[src/rtl/csi2_header_ecc_check.sv]
// csi2_header_ecc_check
//   Receive-side CSI-2 packet-header ECC checker/corrector. The raw 32-bit header
//   (DI, WC, ECC) is checked against a recomputed 6-bit Hamming parity. Single-bit
//   errors in data or parity are corrected. Multi-bit errors are flagged and the
//   raw fields are passed through unchanged. Two-stage valid/ready pipeline:
//     stage 1 registers data and syndrome, stage 2 registers corrected fields/flags.
//   Optional macro CSI2_HDR_ECC_STATS_EN adds saturating error counters. Without it
//   the counter outputs are tied to zero and clr_stats is ignored.

module csi2_header_ecc_check #(
  parameter int CNT_W = 16
) (
  input  logic             clk,
  input  logic             rst,
  input  logic             s_valid,
  output logic             s_ready,
  input  logic [31:0]      s_hdr,
  output logic             m_valid,
  input  logic             m_ready,
  output logic [1:0]       m_vc,
  output logic [5:0]       m_dt,
  output logic [15:0]      m_wc,
  output logic             m_corrected,
  output logic             m_err_uncorr,
  input  logic             clr_stats,
  output logic [CNT_W-1:0] cnt_corr,
  output logic [CNT_W-1:0] cnt_uncorr
);

  // Data-bit membership of each parity bit, element [k] covers P[k].
  // Bit i of a mask is set when D[i] contributes to that parity bit.
  localparam logic [5:0][23:0] PMASK = {
    24'hEFFC00,   // P5
    24'hDF03F0,   // P4
    24'hB8E38E,   // P3
    24'h749A6D,   // P2
    24'hF2555B,   // P1
    24'hF12CB7    // P0
  };

  // ---------------------------------------------------------------------------
  // Input-side parity and syndrome (combinational, registered by stage 1)
  // ---------------------------------------------------------------------------
  logic [23:0] in_d;
  logic [5:0]  in_par;
  logic [5:0]  in_syn;

  assign in_d = s_hdr[23:0];

  genvar gk;
  generate
    for (gk = 0; gk < 6; gk++) begin : g_par
      assign in_par[gk] = ^(in_d & PMASK[gk]);
    end
  endgenerate

  assign in_syn = in_par ^ s_hdr[29:24];

  // ---------------------------------------------------------------------------
  // Pipeline state
  // ---------------------------------------------------------------------------
  logic        s1_full_reg;
  logic [23:0] s1_d_reg;
  logic [5:0]  s1_syn_reg;

  logic        m_valid_reg;
  logic [1:0]  m_vc_reg;
  logic [5:0]  m_dt_reg;
  logic [15:0] m_wc_reg;
  logic        m_corr_reg;
  logic        m_uncorr_reg;

  // Stage 2 may load when empty or when its header leaves this cycle; stage 1
  // advances when it holds a header and stage 2 can take it.
  logic s2_load;
  logic s1_adv;

  assign s2_load = !m_valid_reg || m_ready;
  assign s1_adv  = s1_full_reg && s2_load;
  assign s_ready = !s1_full_reg || s1_adv;

  // ---------------------------------------------------------------------------
  // Syndrome decode on the stage-1 contents
  // ---------------------------------------------------------------------------
  // Each data column has weight >= 3, so a column hit never aliases a one-hot
  // (parity-bit) syndrome, and the columns are distinct so at most one bit hits.
  logic [23:0] col_hit;
  logic        syn_onehot;
  logic        corr_next;
  logic        uncorr_next;
  logic [23:0] d_fix;

  genvar gi;
  generate
    for (gi = 0; gi < 24; gi++) begin : g_col
      localparam logic [5:0] COL = {PMASK[5][gi], PMASK[4][gi], PMASK[3][gi],
                                    PMASK[2][gi], PMASK[1][gi], PMASK[0][gi]};
      assign col_hit[gi] = (s1_syn_reg == COL);
    end
  endgenerate

  assign syn_onehot  = $onehot(s1_syn_reg);
  assign corr_next   = (|col_hit) || syn_onehot;
  assign uncorr_next = (s1_syn_reg != 6'd0) && !corr_next;
  assign d_fix       = s1_d_reg ^ col_hit;

  // Stage 1: capture raw data and syndrome whenever a new header is accepted.
  always_ff @(posedge clk) begin
    if (rst) begin
      s1_full_reg <= 1'b0;
      s1_d_reg    <= '0;
      s1_syn_reg  <= '0;
    end else if (s_ready) begin
      s1_full_reg <= s_valid;
      if (s_valid) begin
        s1_d_reg   <= in_d;
        s1_syn_reg <= in_syn;
      end
    end
  end

  // Stage 2: register corrected fields and flags; hold them while stalled.
  always_ff @(posedge clk) begin
    if (rst) begin
      m_valid_reg  <= 1'b0;
      m_vc_reg     <= '0;
      m_dt_reg     <= '0;
      m_wc_reg     <= '0;
      m_corr_reg   <= 1'b0;
      m_uncorr_reg <= 1'b0;
    end else if (s2_load) begin
      m_valid_reg <= s1_full_reg;
      if (s1_full_reg) begin
        m_vc_reg     <= d_fix[7:6];
        m_dt_reg     <= d_fix[5:0];
        m_wc_reg     <= d_fix[23:8];
        m_corr_reg   <= corr_next;
        m_uncorr_reg <= uncorr_next;
      end
    end
  end

  assign m_valid      = m_valid_reg;
  assign m_vc         = m_vc_reg;
  assign m_dt         = m_dt_reg;
  assign m_wc         = m_wc_reg;
  assign m_corrected  = m_corr_reg;
  assign m_err_uncorr = m_uncorr_reg;

  // ---------------------------------------------------------------------------
  // Error statistics
  // ---------------------------------------------------------------------------
`ifdef CSI2_HDR_ECC_STATS_EN
  localparam logic [CNT_W-1:0] CNT_ONE = {{(CNT_W-1){1'b0}}, 1'b1};

  logic [CNT_W-1:0] cnt_corr_reg;
  logic [CNT_W-1:0] cnt_uncorr_reg;
  logic             m_fire;
  logic             unused_bits;

  assign m_fire      = m_valid_reg && m_ready;
  assign unused_bits = ^s_hdr[31:30];

  // Count flagged headers as they leave; clear wins over increment, saturate at max.
  always_ff @(posedge clk) begin
    if (rst || clr_stats) begin
      cnt_corr_reg   <= '0;
      cnt_uncorr_reg <= '0;
    end else if (m_fire) begin
      if (m_corr_reg && (cnt_corr_reg != '1))
        cnt_corr_reg <= cnt_corr_reg + CNT_ONE;
      if (m_uncorr_reg && (cnt_uncorr_reg != '1))
        cnt_uncorr_reg <= cnt_uncorr_reg + CNT_ONE;
    end
  end

  assign cnt_corr   = cnt_corr_reg;
  assign cnt_uncorr = cnt_uncorr_reg;
`else
  logic unused_bits;

  assign unused_bits = ^{s_hdr[31:30], clr_stats};
  assign cnt_corr    = '0;
  assign cnt_uncorr  = '0;
`endif

endmodule

[config.mk]
export PLATFORM = sky130hd
export DESIGN_NAME = csi2_header_ecc_check
export DESIGN_NICKNAME = d
export VERILOG_FILES = /design/src/rtl/csi2_header_ecc_check.sv
export SDC_FILE = /design/constraint.sdc
export NUM_CORES = 1
export LEC_CHECK = 0
export CORE_UTILIZATION = 50
export CTS_BUF_LIST = sky130_fd_sc_hd__clkbuf_4 sky130_fd_sc_hd__clkbuf_8
export CTS_CLUSTER_SIZE = 30
export DETAILED_ROUTE_END_ITERATION = 8
export GPL_TIMING_DRIVEN = 0
export PLACE_DENSITY_LB_ADDON = 0.05
export SLEW_MARGIN = 5
export SYNTH_ARGS = -nofsm -noshare
export SYNTH_HDL_FRONTEND = slang
export SYNTH_SLANG_ARGS = --single-unit
[constraint.sdc]
create_clock -name clk -period 4 [get_ports clk]
set_clock_uncertainty 0.05 [all_clocks]
set_input_delay 0.8 -clock clk [delete_from_list [all_inputs] [get_ports clk]]
set_output_delay 0.8 -clock clk [all_outputs]
set_load 0.005 [all_outputs]
## Yosys cells after proc, flatten, opt, wreduce, memory -nomap -nowiden

Index checks and enable logic that the tools add are counted.
W data, S select, Z words.

- $mul: 0
- Bitwise gates (word level): 2
- Mux-type cells: 0
- Divide/modulo/power cells: 0
- Magnitude comparators: 0
- Reduce and logical (&&, ||, !) cells: 18
- Eq/ne operators: 25
- Add/subtract/negate cells: 5
- Shift-type cells: 0

Operator list:

| operator | number |
|---|---|
| $reduce_xor A24 Y1 | 6 |
| $eq A6 B6 Y1 const B | 13 |
| $eq A6 B5 Y1 const B | 7 |
| $reduce_or A24 Y1 | 1 |
| $xor A24 B24 Y24 | 1 |
| $eq A6 B4 Y1 const B | 3 |
| $add A1 B1 Y2 | 3 |
| $eq A6 B3 Y1 const B | 1 |
| $reduce_bool A6 Y1 | 1 |
| $xor A6 B6 Y6 | 1 |
| $reduce_and A2 Y1 | 2 |
| $add A2 B2 Y3 | 1 |
| $add A3 B2 Y3 | 1 |
| $eq A3 B1 Y1 const B | 1 |
| $logic_not A1 Y1 | 3 |
| $logic_or A1 B1 Y1 | 3 |
| $logic_and A1 B1 Y1 | 2 |

- Bits in writable memories: 0
- Input port bits: 37
- Memory bits (read-only): 0
- Latch bits: 0
- Output and inout bits: 60
- Register bits after elaboration: 58
- Logic and storage cells: 59
- Memories kept: 0

## Logic depth before layout (Yosys ltp)

Gate-level depths: netlist of the first run.

- Word-level depth: 7
- Depth in mapped cells: 11
- Gate-level depth less buffers: 11

## Worst setup path before layout of the first run

OpenSTA, ideal clock, no wires.

- Kind: reg2reg
- Start: reg s1_syn_reg[0]
- End: reg m_corr_reg, in the netlist m_corrected
- Path buffers: 0
- Data arrival time: 2.682 ns
- Setup time: 0.137 ns
- Clock period less this slack: 2.869 ns
- Data required time: 3.813 ns
- Setup slack: 1.131 ns
- Cell stages (with the launch flop): 12
- Path through: dfxtp_1 inv_1 fa_1 fa_1 inv_1 ha_1 fa_1 nor2_1 nand2_1 nand2_1 nor4b_1 a311oi_1

- Longest elaborated chain between the ends: 5
- Elaborated cells between the ends (all ways): 30
- Classes of those cells: add/sub: 3; eq/ne: 25; reduce/logical: 2

RTL lines:

| item | RTL line | source |
|---|---|---|
| start, declared | 64 | `logic [5:0] s1_syn_reg;` |
| start signal, assigned | 117 | `s1_syn_reg <= in_syn;` |
| $add A1 B1 Y2 (implied by the code) | 102 | `assign syn_onehot = $onehot(s1_syn_reg);` |
| $add A2 B2 Y3 (implied by the code) | 102 |  |
| $add A3 B2 Y3 (implied by the code) | 102 |  |
| $eq A3 B1 Y1 | 102 |  |
| $logic_or A1 B1 Y1 (*) | 103 | `assign corr_next = (\|col_hit) \|\| syn_onehot;` |
| end signal, assigned | 137 | `m_corr_reg <= corr_next;` |
| end, declared | 70 | `logic m_corr_reg;` |

Mark *: on every way between the ends. The rest lies on a longest branch, timed or not.
A chain may end at the register's enable or synchronous reset.

## Final worst setup path of the first run

Same ends and word-level chain as after synthesis.

==> results.py, run 1 <==
metrics = {
    "setup_path": {
        "regToRegStartpoint": "s1_syn_reg[0]$_SDFFE_PP0P_",
        "start_kind": "flop",
        "path_cells": "inv_1 -> fa_1 -> fa_1 -> inv_1 -> ha_1 -> fa_1 -> nor2_1 -> nand2_1 -> nand2_1 -> nor4b_1 -> a311oi_1",
        "critPathMostFrequentCell": "fa_1",
        "critPathBufInv": 2,
        "crit_family": "adder cells",
        "cpPeakStageDelay_ns": 0.51,
        "startpoint": "s1_syn_reg[0]$_SDFFE_PP0P_",
        "critPathArrivalTime_ns": 3.24,
        "end_kind": "flop",
        "critPathKind": "flop to flop",
        "cp_slowest_cell": "fa_1",
        "crit_required_ns": 4.16,
        "cp_max_fo": 4,
    },
    "routing": {
        "routed-wl-met2_um": 3950,
        "drc": 0,
        "routed_wl_um": 8480,
        "wl_met1_um": 3830,
        "first_pass_iters": 4,
        "wl_per_cell_um": 13.8,
        "met3_wirelength_um": 588,
        "ant_nets": 0,
        "viasPerCell": 4.79,
        "drtIter0Drc": 185,
        "top_layer_used": "met4",
        "num_vias": 2937,
    },
    "logic_synthesis": {
        "syn_inst": 410,
        "synth-compound-area-share_pct": 12.8,
        "syn_avg_cell_area_um2": 8.63,
        "ys_ff_latch": 58,
        "ys_types": 43,
        "synthMuxAreaShare_pct": 1.17,
        "synthAdderAreaFrac_pct": 3.47,
        "synth-seq-area-share_pct": 32.8,
        "synth-xor-area-share_pct": 20.9,
        "synth_area_mm2": 0.00354,
        "synth_top_family_by_area": "XOR/XNOR gates",
        "synth-simple-area-share_pct": 16.4,
        "yosys_warnings": 0,
    },
    "clocking": {
        "path_clk_slew_ns": 0.07,
        "postCtsHoldBufs": 0,
        "cts_buffers": 9,
        "ctsLongestPathBuffers": 2,
        "clk_latency_ns": 0.34,
        "cts_resized": 0,
        "tritoncts": "yes",
        "cts.sinks": 58,
        "ctsRootBufferMaster": "clkbuf_8",
        "post-cts-setup-buffer-count": 0,
        "cts_max_level": 3,
    },
    "power_and_ir_drop": {
        "p_sw_w": 0.000603,
        "sequentialPowerShare_pct": 35.2,
        "powerDensity_mw_per_mm2": 410,
        "pwr-share-comb_pct": 32.3,
        "clockPowerShare_pct": 32.5,
        "leakagePower_nw": 1.87,
        "p_sw_share_pct": 32.0,
        "irDropWorstVdd_uv": 201,
        "internal_power_w": 0.00128,
    },
    "placement": {
        "post-dp-hpwl_um": 6820,
        "placed_area_mm2": 0.00438,
        "gp_congestion": 0.879,
        "port_buffers": 60,
        "pre_cts_slack_ns": 0.880,
    },
    "sta": {
        "fmax_mhz": 324,
        "worst_pin_slew_ns": 0.559,
        "setup_viol_count_final": 0,
        "layout_setup_ws_ns": 0.910,
        "period_share_pct": 77.2,
        "holdWs_ns": 0.412,
        "relSlewSlack_pct": 62.8,
        "final_hold_viol_count": 0,
        "period_needed_ns": 3.09,
        "drv_slew": 0,
        "finalSetupTns_ns": 0,
        "rsz0062_at_grt": "no",
    },
    "worst_hold_path": {
        "worstHoldPathType": "flop to flop",
        "hp-start": "s1_full_reg$_SDFFE_PP0N_",
    },
    "finish": {
        "area_growth_pct": 30.0,
        "final_area_mm2": 0.00460,
        "final_cell_mix": "nand2_1, clkdlybuf4s50_1, dfxtp_1, xor2_1",
        "largest_register_ffs": 24,
        "drive_above_1_share_pct": 11.2,
        "utilization_pct": 67.3,
        "antenna_cells": 0,
        "nets": 557,
    },
    "global_route": {
        "grt_pass1_wl_um": 13400,
        "antenna_found_initial": 0,
        "overflow": 0,
        "grt_pass1_vias": 2644,
        "grt_usage_pct": 23.9,
        "grt_max_degree": 13,
    },
    "die": {
        "ioPinCount": 97,
        "die_y_um": 86.1,
        "die_area_mm2": 0.00742,
        "core-area_mm2": 0.00683,
        "start_util_pct": 51.8,
        "die_w_um": 86.1,
        "placementRows": 30,
    },
    "job": {
        "cap_violations": 0,
    },
    "outcome": {
        "run_status": "completed",
    },
}
## path summary, 6_finish.rpt
kind	end	slack, ns	depth (start not counted)
max	m_corrected$_SDFFE_PP0P_	0.91	11
min	m_valid$_SDFFE_PP0P_	0.41	2
max reg2reg	m_corrected$_SDFFE_PP0P_	0.91	11
min reg2reg	m_valid$_SDFFE_PP0P_	0.41	2
## kinds of logic (layout without fill, tap and decap cells)
logic type / count (synthesis) / in the layout
AND/OR/NAND/NOR: 130 / 130
buffers and inverters: 71 / 147
XOR/XNOR: 70 / 70
AO/OA/AOI/OAI: 68 / 68
flip-flops: 58 / 58
adder cells (fa/ha/maj): 8 / 8
multiplexers: 4 / 4
other: 1 / 32
## synth_stat cells, drive strengths merged
cell	count	share of area, %
xnor3	9	5.8
ha	5	1.8
nor3b	3	0.64
nand3	10	1.4
nand4	7	1.2
a32oi	1	0.25
fa	3	1.7
and2	4	0.71
clkbuf	27	4.3
inv	11	1.2
a221oi	2	0.50
mux2i	3	0.85
a311oi	1	0.25
nor4	1	0.18
a31o	1	0.25
nor2	32	3.4
xor2	33	8.2
and4	1	0.25
a211oi	28	6.1
nor3	1	0.14
nor2b	5	0.88
conb	1	0.11
nand3b	1	0.21
o2111ai	1	0.25
buf	33	6.9
dfxtp	58	33
o31ai	2	0.42
o22a	1	0.25
and3	3	0.53
o21ai	3	0.42
nor4b	1	0.25
o22ai	1	0.18
a32o	1	0.28
nand2b	1	0.18
a21oi	26	3.7
xnor2	28	6.9
mux2	1	0.32
nand2	60	6.4
## area by class of cell
class	count	area (um2)
Buffer	60	397
Clock buffer	9	124
Clock inverter	7	101
Fill cell	616	2230
Inverter	11	41.3
Multi-Input combinational cell	312	2060
Sequential cell	58	1160
Tap cell	96	120
Timing Repair Buffer	60	601
## per-layer routing
metal / vias to the layer above / global-route usage (%)
li1: 1512 / -
met1: 1305 / 31.4
met2: 108 / 39.1
met3: 12 / 5.68
met4: 0 / 7.27
met5: - / 0
## power groups by stage
stage          Sequential (W)  Combinational, W  Clock, W
6_report             0.000664          0.000609  0.000612
5_1_grt              0.000670          0.000674  0.000636
4_1_cts              0.000664          0.000611  0.000612
3_5_place_dp         0.000677          0.000608         0
3_3_place_gp         0.000674          0.000602         0
2_1_floorplan        0.000670          0.000423         0
## worst register-to-register path, stage by stage, from the launching register on
cell and delay [ns]:
dfxtp_1 0.36, inv_1 0.11, fa_1 0.51, fa_1 0.50, inv_1 0.04, ha_1 0.18
fa_1 0.48, nor2_1 0.04, nand2_1 0.06, nand2_1 0.05, nor4b_1 0.42, a311oi_1 0.15
## stage by stage
step,total power (W),instances
2_1_floorplan,0.00109,441
3_3_place_gp,0.00128,597
3_5_place_dp,0.00128,597
4_1_cts,0.00189,613
5_1_grt,0.00198,613
6_report,0.00188,613
Power figures use the tool's default switching activity.
==> run 2, diff against run 1 <==
- CORE_UTILIZATION: 50 -> 45
- clock period: 4 -> 2.5 ns (I/O delays scaled with it)
==> run 2 against run 1 <==
- the flow now finishes with violations (setup timing)
- total power increased by 64%
- non-clock buffer count increased by 4
- worst setup slack got worse by 1.2 ns
- utilization decreased by 4.3 points
- sequential cell count unchanged
- sequential share of layout area decreased by 0.29 points
- critical path depth unchanged
- die area increased by 11%
- critical path type unchanged
- largest cell class unchanged
- largest power group unchanged
==> results.py, run 2 (same netlist as run 1, synthesis figures left out) <==
metrics = {
    "finish": {
        "final_area_mm2": 0.00467,
        "final_common_cell": "clkdlybuf4s50_1",
        "largest_register_ffs": 24,
        "area_growth_pct": 32.0,
        "fillerInstances": 685,
        "nets": 561,
        "final_cell_mix": "clkdlybuf4s50_1, nand2_1, dfxtp_1, buf_4, xor2_1",
        "drive_above_1_share_pct": 13.8,
        "antenna_cells": 0,
    },
    "sta": {
        "fmax_mhz": 359,
        "period_share_pct": 111,
        "holdWs_ns": 0.414,
        "period_needed_ns": 2.78,
        "rsz0062_at_grt": "yes",
        "relSlewSlack_pct": 64.6,
        "finalSetupTns_ns": -0.529,
        "layout_setup_ws_ns": -0.283,
        "worst_pin_slew_ns": 0.531,
        "setup_viol_count_final": 2,
        "final_hold_viol_count": 0,
        "drv_slew": 0,
    },
    "worst_hold_path": {
        "worstHoldPathType": "flop to flop",
        "whs_path_depth": 2,
        "hp-start": "s1_full_reg$_SDFFE_PP0N_",
        "holdPathEnd": "m_valid$_SDFFE_PP0P_",
    },
    "clocking": {
        "ctsLongestPathBuffers": 2,
        "cts.sinks": 58,
        "cts_buffers": 9,
        "clk_latency_ns": 0.34,
        "cts_max_level": 3,
        "tritoncts": "yes",
        "path_clk_slew_ns": 0.07,
        "ctsRootBufferMaster": "clkbuf_8",
    },
    "power_and_ir_drop": {
        "powerDensity_mw_per_mm2": 662,
        "sequentialPowerShare_pct": 34.7,
        "p_sw_w": 0.000950,
        "finalPower_w": 0.00309,
        "clockPowerShare_pct": 32.5,
        "leakagePower_nw": 1.92,
        "pwr-share-comb_pct": 32.8,
        "p_sw_share_pct": 30.7,
        "internal_power_w": 0.00214,
        "irDropWorstVdd_uv": 331,
    },
    "global_route": {
        "antenna_found_initial": 0,
        "met3_usage_pct": 3.03,
        "use_met2_pct": 35.3,
        "overflow": 0,
        "grt_pass1_vias": 2766,
        "grtUsageMet1_pct": 28.2,
        "grt_usage_pct": 21.3,
        "grt_max_degree": 11,
        "grt-busiest-layer": "met2",
        "grt_pass1_wl_um": 13700,
    },
    "setup_path": {
        "start_kind": "flop",
        "cp_max_fo": 2,
        "reg2reg_depth": 11,
        "r2r_end": "m_corrected$_SDFFE_PP0P_",
        "regToRegStartpoint": "s1_syn_reg[1]$_SDFFE_PP0P_",
        "crit_required_ns": 2.64,
        "r2r_setup_slack_ns": -0.28,
        "end_kind": "flop",
        "critPathKind": "flop to flop",
        "critPathArrivalTime_ns": 2.92,
    },
    "die": {
        "start_util_pct": 47.8,
        "placementRows": 31,
        "die_y_um": 90.7,
        "die_area_mm2": 0.00822,
        "die_w_um": 90.7,
        "core-area_mm2": 0.00741,
        "ioPinCount": 97,
    },
    "routing": {
        "drc": 0,
        "wl_per_cell_um": 13.7,
        "viasPerCell": 4.79,
        "routed_wl_um": 8490,
        "num_vias": 2972,
        "first_pass_iters": 4,
        "ant_nets": 0,
        "drtIter0Drc": 150,
    },
    "outcome": {
        "violations": "setup timing",
        "run_status": "finished, violations left",
    },
    "placement": {
        "gp_congestion": 0.896,
        "pre_cts_slack_ns": -0.380,
        "placed_area_mm2": 0.00439,
        "post-dp-hpwl_um": 6800,
        "port_buffers": 60,
    },
    "job": {
        "cap_violations": 0,
    },
}
run 2: changes by cell type in the layout (fill, tap and decap cells not counted), moves of 2 or more:
cell	delta
buf_4	+5
clkbuf_8	+2
clkinvlp_4	-2
dfxtp_1	-3
dfxtp_2	+3
inv_1	-3
inv_2	+3
run 2: per-stage QoR:
step / util, % / cells
CTS: 62.9 / 619
floorplan: - / 441
finish: 63.0 / 620
detailed placement: 59.3 / 600
global route: 63.0 / 620
global placement: 59.3 / 600
run 2: cell type report:
| cell class | count | area [um2] | share of cell area (%) |
|---|---|---|---|
| buffer | 59 | 393 | 8.41 |
| clock buffer | 12 | 159 | 3.40 |
| clock inverter | 4 | 73.8 | 1.58 |
| inverter | 11 | 41.3 | 0.884 |
| multi-input combinational | 312 | 2080 | 44.5 |
| sequential | 58 | 1160 | 24.9 |
| tap | 99 | 124 | 2.65 |
| timing repair buffer | 65 | 638 | 13.7 |
run 2: timing repair:
action | 4_1_cts | 5_1_grt
pin swaps | 1 | 1
buffers inserted | 4 | 1
gates cloned | 0 | 0
endpoints found under the hold margin | 0 | 0
endpoints found under the setup margin | 2 | 2
gates resized for setup | 4 | 0
hold buffers | 0 | 0
run 2: power by group through the flow:
stage | combinational (W) | sequential [W] | clock [W]
final | 0.00101 | 0.00107 | 0.00100
after global placement | 0.000966 | 0.00108 | 0
after global routing | 0.00112 | 0.00108 | 0.00106
after CTS | 0.00101 | 0.00107 | 0.00101
after detailed placement | 0.000973 | 0.00109 | 0
after floorplan | 0.000682 | 0.00108 | 0
run 2: critical path, cell delays in order (launching register included):
cell,delay (ns)
dfxtp_2,0.34
inv_2,0.05
fa_1,0.48
fa_1,0.49
inv_1,0.04
ha_2,0.16
fa_1,0.48
nor2_1,0.04
nand2_1,0.07
nand2_2,0.07
nor4b_4,0.25
a311oi_1,0.12
run 2: worst max-delay path by stage:
| stage | start | end | slack [ns] | depth (start not counted) |
|---|---|---|---|---|
| 2_1_floorplan | s1_syn_reg[1]$_SDFFE_PP0P_ | m_corrected$_SDFFE_PP0P_ | -0.18 | 11 |
| 3_3_place_gp | s1_syn_reg[3]$_SDFFE_PP0P_ | m_corrected$_SDFFE_PP0P_ | -0.37 | 11 |
| 3_5_place_dp | s1_syn_reg[3]$_SDFFE_PP0P_ | m_corrected$_SDFFE_PP0P_ | -0.38 | 11 |
| 4_1_cts | s1_syn_reg[1]$_SDFFE_PP0P_ | m_corrected$_SDFFE_PP0P_ | -0.29 | 11 |
| 5_1_grt | s1_syn_reg[1]$_SDFFE_PP0P_ | m_corrected$_SDFFE_PP0P_ | -0.48 | 11 |
| 6_report | s1_syn_reg[1]$_SDFFE_PP0P_ | m_corrected$_SDFFE_PP0P_ | -0.28 | 11 |
run 2: per-layer routing:
layer | vias to the layer above | routed length [um]
li1 | 1517 | -
met5 | - | 0
met1 | 1336 | 3890
met2 | 111 | 3980
met4 | 0 | 111
met3 | 8 | 513
==> run 3, diff against run 2 <==
- ABC_CLOCK_PERIOD_IN_PS: unset -> 2500
- SKIP_LAST_GASP: unset -> 1
==> results of run 3 <==
Same layout as run 2: the final DEF is identical, and so are final timing and power.
